## src/rtl/cmp_alarm_fsm.sv

```systemverilog
`default_nettype none
// ============================================================================
// Module   : cmp_alarm_fsm
// Brief    : Run-length hysteresis alarm on qualified gt/lt/eq comparator flags,
//            with rise/fall pulses and a sticky malformed-sample error flag.
//            Optional macro CMP_ALARM_EVT_CNT_EN adds a saturating rise counter.
// Revision : 1.0 - initial release
// ============================================================================
module cmp_alarm_fsm #(
    parameter int CNT_W      = 4,
    parameter int ASSERT_CNT = 3,
    parameter int CLEAR_CNT  = 3
) (
    input  logic             clk,
    input  logic             rst_n,
    input  logic             in_valid,
    input  logic             gt,
    input  logic             lt,
    input  logic             eq,
    input  logic             err_clr,
    output logic             alarm,
    output logic             alarm_rise,
    output logic             alarm_fall,
    output logic [1:0]       state,
    output logic [CNT_W-1:0] run_cnt,
    output logic             err
`ifdef CMP_ALARM_EVT_CNT_EN
    ,
    output logic [7:0]       evt_cnt
`endif
);

    localparam int C_CNT_MAX = (1 << CNT_W) - 1;
    localparam logic [CNT_W-1:0] C_ASSERT_CNT = CNT_W'(ASSERT_CNT);
    localparam logic [CNT_W-1:0] C_CLEAR_CNT  = CNT_W'(CLEAR_CNT);
    localparam logic [CNT_W-1:0] C_ONE        = CNT_W'(1);

    typedef enum logic [1:0] {
        S_IDLE    = 2'd0,
        S_PEND_HI = 2'd1,
        S_ALARM   = 2'd2,
        S_PEND_LO = 2'd3
    } state_t;

    if (ASSERT_CNT < 1 || ASSERT_CNT > C_CNT_MAX ||
        CLEAR_CNT  < 1 || CLEAR_CNT  > C_CNT_MAX) begin : g_bad_params
        $fatal(1, "cmp_alarm_fsm: ASSERT_CNT/CLEAR_CNT out of range 1..2^CNT_W-1");
    end

    state_t           state_q, state_d;
    logic [CNT_W-1:0] run_cnt_q, run_cnt_d;
    logic             alarm_q, alarm_d;
    logic             rise_q, rise_d;
    logic             fall_q, fall_d;
    logic             err_q, err_d;
    logic             w_legal, w_take, w_bad;
    logic [CNT_W-1:0] w_cnt_inc;

    // Exactly one flag set; anything else is a malformed sample.
    assign w_legal   = (gt & ~lt & ~eq) | (~gt & lt & ~eq) | (~gt & ~lt & eq);
    assign w_take    = in_valid & w_legal;
    assign w_bad     = in_valid & ~w_legal;
    assign w_cnt_inc = run_cnt_q + C_ONE;

    always_comb begin
        state_d   = state_q;
        run_cnt_d = run_cnt_q;
        if (w_take) begin
            case (state_q)
                S_IDLE: begin
                    run_cnt_d = '0;
                    if (gt) begin
                        if (ASSERT_CNT == 1) begin
                            state_d = S_ALARM;
                        end else begin
                            state_d   = S_PEND_HI;
                            run_cnt_d = C_ONE;
                        end
                    end
                end
                S_PEND_HI: begin
                    if (gt) begin
                        if (w_cnt_inc == C_ASSERT_CNT) begin
                            state_d   = S_ALARM;
                            run_cnt_d = '0;
                        end else begin
                            run_cnt_d = w_cnt_inc;
                        end
                    end else begin
                        state_d   = S_IDLE;
                        run_cnt_d = '0;
                    end
                end
                S_ALARM: begin
                    run_cnt_d = '0;
                    if (lt) begin
                        if (CLEAR_CNT == 1) begin
                            state_d = S_IDLE;
                        end else begin
                            state_d   = S_PEND_LO;
                            run_cnt_d = C_ONE;
                        end
                    end
                end
                default: begin
                    if (lt) begin
                        if (w_cnt_inc == C_CLEAR_CNT) begin
                            state_d   = S_IDLE;
                            run_cnt_d = '0;
                        end else begin
                            run_cnt_d = w_cnt_inc;
                        end
                    end else begin
                        state_d   = S_ALARM;
                        run_cnt_d = '0;
                    end
                end
            endcase
        end
    end

    // Pulses come from the level change so rise and fall are mutually exclusive.
    always_comb begin
        alarm_d = (state_d == S_ALARM) || (state_d == S_PEND_LO);
        rise_d  = alarm_d & ~alarm_q;
        fall_d  = ~alarm_d & alarm_q;
        err_d   = w_bad ? 1'b1 : (err_clr ? 1'b0 : err_q);
    end

    always_ff @(posedge clk or negedge rst_n) begin
        if (!rst_n) begin
            state_q   <= S_IDLE;
            run_cnt_q <= '0;
            alarm_q   <= 1'b0;
            rise_q    <= 1'b0;
            fall_q    <= 1'b0;
            err_q     <= 1'b0;
        end else begin
            state_q   <= state_d;
            run_cnt_q <= run_cnt_d;
            alarm_q   <= alarm_d;
            rise_q    <= rise_d;
            fall_q    <= fall_d;
            err_q     <= err_d;
        end
    end

    assign state      = state_q;
    assign run_cnt    = run_cnt_q;
    assign alarm      = alarm_q;
    assign alarm_rise = rise_q;
    assign alarm_fall = fall_q;
    assign err        = err_q;

`ifdef CMP_ALARM_EVT_CNT_EN
    logic [7:0] evt_cnt_q, evt_cnt_d;

    always_comb begin
        evt_cnt_d = evt_cnt_q;
        if (err_clr) begin
            evt_cnt_d = 8'd0;
        end else if (rise_d && (evt_cnt_q != 8'hFF)) begin
            evt_cnt_d = evt_cnt_q + 8'd1;
        end
    end

    always_ff @(posedge clk or negedge rst_n) begin
        if (!rst_n) begin
            evt_cnt_q <= 8'd0;
        end else begin
            evt_cnt_q <= evt_cnt_d;
        end
    end

    assign evt_cnt = evt_cnt_q;
`endif

endmodule
`default_nettype wire
```

## config.mk

```make
export PLATFORM = sky130hd
export DESIGN_NAME = cmp_alarm_fsm
export DESIGN_NICKNAME = d
export VERILOG_FILES = /design/src/rtl/cmp_alarm_fsm.sv
export SDC_FILE = /design/constraint.sdc
export NUM_CORES = 1
export LEC_CHECK = 0
export BUFFER_PORTS_ARGS = -buffer_cell sky130_fd_sc_hd__buf_2
export CAP_MARGIN = 20
export CORE_AREA = 4 4 41 43
export DETAILED_ROUTE_END_ITERATION = 6
export DIE_AREA = 0 0 45 47
export GPL_TIMING_DRIVEN = 0
export PLACE_DENSITY = 0.67
export SKIP_CTS_REPAIR_TIMING = 1
export SLEW_MARGIN = 5
export SYNTH_ARGS = -nofsm -noshare
export SYNTH_HDL_FRONTEND = slang
export SYNTH_SLANG_ARGS = --single-unit
```

## constraint.sdc

```tcl
create_clock -name clk -period 5.25 [get_ports clk]
set_clock_uncertainty 0.2 [all_clocks]
set_input_delay 0.2625 -clock clk [delete_from_list [all_inputs] [get_ports clk]]
set_output_delay 0.2625 -clock clk [all_outputs]
set_load 0.005 [all_outputs]
```

Yosys cells after proc, flatten, opt, wreduce, memory -nomap -nowiden
Cells that the tools add are included.
{"block": "word_totals", "regBits": 10, "wordCells": 49, "inputBits": 7}
{"block": "classes", "bitwise": 18, "muxes": 16, "add_sub_neg": 1, "reduce_logical": 3, "eq_ne": 5}
{"cell": "$mux 2", "n": 7}
{"cell": "$mux 4", "n": 3}
{"cell": "$pmux 4 s3", "n": 1}
{"cell": "$and 1x1->1", "n": 10}
{"cell": "$eq 2x2->1 const B", "n": 3}
{"cell": "$not 1->1", "n": 6}
{"cell": "$pmux 2 s3", "n": 1}
{"cell": "$add 4x1->4 const B", "n": 1}
{"cell": "$eq 4x2->1 const B", "n": 1}
{"cell": "$mux 1", "n": 4}
{"cell": "$eq 2x1->1 const B", "n": 1}
{"cell": "$logic_not 2->1", "n": 1}
{"cell": "$or 1x1->1", "n": 2}
{"cell": "$reduce_bool 2->1", "n": 1}
{"cell": "$logic_or 1x1->1", "n": 1}

Longest topological paths before layout
{"block": "depth", "word_depth": 11, "mapped_depth": 5, "depth_no_buf": 5}

Worst setup path after synthesis
OpenSTA, ideal clock, no wires.
{"block": "synth_timing", "kind": "register -> register", "start": "reg run_cnt_q[0] (netlist: run_cnt[0])", "end": "reg fall_q (netlist: alarm_fall)", "required_ps": 4955, "stages_incl_launch_ff": 6, "synth_period_minus_slack_ps": 1917, "arrival_ps": 1622, "setup_ps": 95, "path_slack_ps": 3333, "cell_sequence": "dfrtp_1 -> ha_1 -> nor3_1 -> a41oi_2 -> or3_1 -> o31ai_1"}
{"block": "synth_between", "elab_chain_len": 10}
{"element": "from (decl)", "line_no": "51", "text": "logic [CNT_W-1:0] run_cnt_q, run_cnt_d;"}
{"element": "from (signal assigned)", "line_no": "140", "text": "run_cnt_q <= run_cnt_d;"}
{"element": "$add 4x1->4 (*)", "line_no": "63", "text": "assign w_cnt_inc = run_cnt_q + C_ONE;"}
{"element": "$eq 4x2->1 (*)", "line_no": "83, 107"}
{"element": "$mux 2, on equally long branches", "line_no": "107, 83"}
{"element": "$mux 2, on equally long branches", "line_no": "106, 82"}
{"element": "$pmux 2 s3 (*)", "line_no": "69", "text": "case (state_q)"}
{"element": "$mux 2 (*)", "line_no": "68", "text": "if (w_take) begin"}
{"element": "$eq 2x2->1", "line_no": "124", "text": "alarm_d = (state_d == S_ALARM) || (state_d == S_PEND_LO);"}
{"element": "$logic_or 1x1->1 (*)", "line_no": "124"}
{"element": "$not 1->1 (*)", "line_no": "126", "text": "fall_d = ~alarm_d & alarm_q;"}
{"element": "$and 1x1->1 (*)", "line_no": "126"}
{"element": "net fall_d", "line_no": "54", "text": "logic fall_q, fall_d;"}
{"element": "to (signal assigned)", "line_no": "143", "text": "fall_q <= fall_d;"}
{"element": "to (decl)", "line_no": "54"}
The timed path passes the listed nets; every way through them passes the cells marked *.
A chain may end at the register's enable or synchronous reset.

Worst setup path in the final report
{"block": "layout_timing", "start": "reg run_cnt_q[0] (netlist: run_cnt[0])", "end": "reg rise_q (netlist: alarm_rise)"}
{"block": "layout_between", "elab_chain_len": 9}
{"element": "$add 4x1->4 (*)", "line_no": "63"}
{"element": "$eq 4x2->1 (*)", "line_no": "83, 107"}
{"element": "$mux 2, on equally long branches", "line_no": "107, 83"}
{"element": "$mux 2, on equally long branches", "line_no": "106, 82"}
{"element": "$pmux 2 s3 (*)", "line_no": "69"}
{"element": "$mux 2 (*)", "line_no": "68"}
{"element": "$eq 2x2->1", "line_no": "124"}
{"element": "$logic_or 1x1->1 (*)", "line_no": "124"}
{"element": "$and 1x1->1 (*)", "line_no": "125", "text": "rise_d = alarm_d & ~alarm_q;"}
{"element": "net rise_d", "line_no": "53", "text": "logic rise_q, rise_d;"}
{"element": "to (signal assigned)", "line_no": "142", "text": "rise_q <= rise_d;"}
{"element": "to (decl)", "line_no": "53"}
Marks and branches as above.

==> metrics.csv <==
stage,metric,value,unit
synthesis,post-synth-top-area-cell,dfrtp_1,
worst_hold_path,min_path_cells,3,
synthesis,postSynth.asyncResetShare,100,%
sta,timing.final.ws_setup,3.15,ns
drt,drtAntennaViolNets,0,
critical_path,cp.required,5.22,ns
critical_path,critical_path.top_delay_family,simple AND/OR/NAND/NOR gates,
worst_hold_path,hold_path_startpoint,in_valid,
cts,clk_latency,0.27,ns
critical_path,crit_type,flop to flop,
cts,cts_num_sinks,10,
drt,first_pass_iters,4,
synthesis,number_of_synthesized_flops_with_an_enable_pin,0,
grt,grt_pass1_wl,2090,um
critical_path,setup.worst_path.start,run_cnt[0],
sta,tns,0,ns
cts,cts_root_buffer,clkbuf_4,
finish,flow.area_growth_from_synthesis,25.5,%
sta,rsz0062_at_grt,no,
placed_design,placement.setup.worst_slack,3.17,ns
synthesis,dominantRegCellSynth,dfrtp_1,
placed_design,place.port_buffers,16,
synthesis,synth.cell_area,608,um^2
sta,slew_violations,0,
sta,timing.final.hold_violations,0,
critical_path,largest_fanout_on_the_critical_path,7,
drt,drt_drc_violations_left,0,
synthesis,post_synth_most_frequent_cells,"dfrtp_1 (10), nand2_1 (7), o21ai_0 (7), inv_1 (5), o31ai_1 (5)",
die,die_area,2120,um^2
power,cellLeakagePower,0.371,nW
synthesis,yosys_warnings,0,
placed_design,hpwlAfterDp,960,um
synthesis,synth.lib_cells_used.distinct,26,
outcome,result_of_the_run,"complete, no violations",
grt,grt_util_all_layers,13.6,%
critical_path,worst_path_largest_cell_delay,0.46,ns
critical_path,critical_path.reg2reg.startpoint,run_cnt[0],
grt,initial_antenna_violation_count,0,
die,core_area,1300,um^2
synthesis,seq_area_frac_synth,41.2,%
sta,hold-worst-slack,0.0593,ns
drt,dr_wl_cell,12.8,um
finish,layout.nets,94,
sta,min_period_over_period,40.0,%
power,ir_drop,0.000247,V
critical_path,critical_path.cell_chain,ha_1 > nor3_1 > a41oi_2 > or3_1 > o31ai_1,
cts,cts_tree,yes,
sta,tmin_final,2.10,ns
synthesis,synth-seq-cells,10,
cts,cts_buffer_depth,2,
cts,path_clk_slew,0.07,ns
critical_path,critPathLaunchType,flop,
synthesis,syn_inst,62,
grt,grt_max_degree,11,
power,power-per-cell-area,267,nW/um^2
cts,cts-buffers-inserted,3,
synthesis,synth.top_cell.area_share,41.2,%
synthesis,synthesis.area_per_instance,9.81,um^2
die,die_y,47,um
die,initial_utilization,46.7,%
drt,num_vias,557,
synthesis,ys_top_cells_by_area,"dfrtp_1 (41%), o31ai_1 (6.2%), o21ai_0 (5.8%)",
grt,first_global_vias,478,
critical_path,worstReg2RegEnd,alarm_rise,
critical_path,path_buf_inv,0,
worst_hold_path,hold_path_end,err,
sta,maxClockFrequency,476,MHz
worst_hold_path,hp-class,input pin to flop,
finish,layout-drive-gt1-share,28.6,%
cts,ctsHtreeMaxLevel,1,
sta,setup_viol,0,
drt,routed_via_density,5.63,
die,num_io_pins,17,
run,cap_violations,0,
grt,overflow,0,
critical_path,timing.critical_path.to_type,flop,
drt,totalWireLength,1270,um
critical_path,ff2ff_setup_slack,3.15,ns
finish,ant_diodes,0,
drt,drt-initial-drc-count,11,
sta,tightestPinTransition,0.365,ns
synthesis,syn_nets,71,
die,die_width,45,um
finish,seqCellArea,250,um^2
critical_path,critical_path_arrival,2.07,ns
die,fp-row-count,13,
critical_path,rr_worst_depth,5,
placed_design,finalWeightedCongestion,0.786,
finish,multiInputGateArea,339,um^2
finish,n_fill_cell,119,
critical_path,crit_slowest_cell,or3_1,
synthesis,synth_most_common_cell,dfrtp_1,
sta,slew-limit-headroom,75.4,%
## power breakdown
part | internal [W] | switching [W]
Sequential | 0.0000835 | 0.00000915
Combinational | 0.0000183 | 0.0000250
Clock | 0.0000421 | 0.0000261
Total | 0.000144 | 0.0000602
## layer usage
| metal | global-route usage, % | vias to the layer above | wire (um) | share of wire (%) |
|---|---|---|---|---|
| met5 | 0 | - | 0 | 0 |
| met4 | 1.75 | 0 | 9 | 0.71 |
| met3 | 7.28 | 2 | 103 | 8.1 |
| met2 | 20.1 | 15 | 575 | 45 |
| met1 | 18.0 | 260 | 583 | 46 |
| li1 | - | 280 | - | - |
## per-stage QoR
| step | std cells | cell area [um^2] | power (W) | utilization [%] |
|---|---|---|---|---|
| after detailed placement | 93 | 707 | 0.000137 | 54.3 |
| after global placement | 93 | 707 | 0.000135 | 54.3 |
| after floorplan | 62 | 608 | 0.000118 | - |
| after global routing | 99 | 763 | 0.000221 | 58.7 |
| after CTS | 97 | 743 | 0.000206 | 57.1 |
| final | 99 | 763 | 0.000204 | 58.7 |
## how the worst max path moves through the flow
stage            endpoint  slack (ns)  depth (start not counted)
2_1_floorplan  alarm_fall        3.33                          5
3_3_place_gp   alarm_rise        3.20                          5
3_5_place_dp   alarm_rise        3.17                          5
4_1_cts        alarm_rise        3.15                          5
5_1_grt        alarm_rise        3.00                          5
6_report       alarm_rise        3.15                          5
## flip-flops by register name (all words and copies together), names as in the netlist
name and flops:
err 1, alarm 1, alarm_fall 1, state 2, run_cnt 4, alarm_rise 1
## logic make-up after synthesis
| group | synth area share (%) |
|---|---|
| multiplexers | 3.50 |
| flip-flops | 41.2 |
| AND/OR/NAND/NOR | 17.1 |
| adder cells (fa/ha/maj) | 4.11 |
| AO/OA/AOI/OAI | 29.6 |
| buffers and inverters | 3.09 |
| XOR/XNOR | 1.44 |
## worst reg2reg max path: cells and delay by family, from the launching register on
family | cells | cell delay (ns)
AND/OR/NAND/NOR | 2 | 0.71
flip-flops | 1 | 0.44
AO/OA/AOI/OAI | 2 | 0.40
adder cells (fa/ha/maj) | 1 | 0.26
## placed cells by master, fill, tap and decap left out, drive strengths merged, types with 4 or more instances in the layout
cell and instances:
buf 16, inv 5, o21ai 7, clkbuf 4, dfrtp 10, o31ai 5, o211ai 4, nand2 7
## cell type report
| cell class | count | area share [%] |
|---|---|---|
| Sequential cell | 10 | 32.8 |
| Inverter | 5 | 2.46 |
| Clock buffer | 4 | 4.75 |
| Tap cell | 15 | 2.46 |
| Multi-Input combinational cell | 47 | 44.4 |
| Timing Repair Buffer | 18 | 13.1 |
No activity file was read; power rests on OpenSTA's default activity.
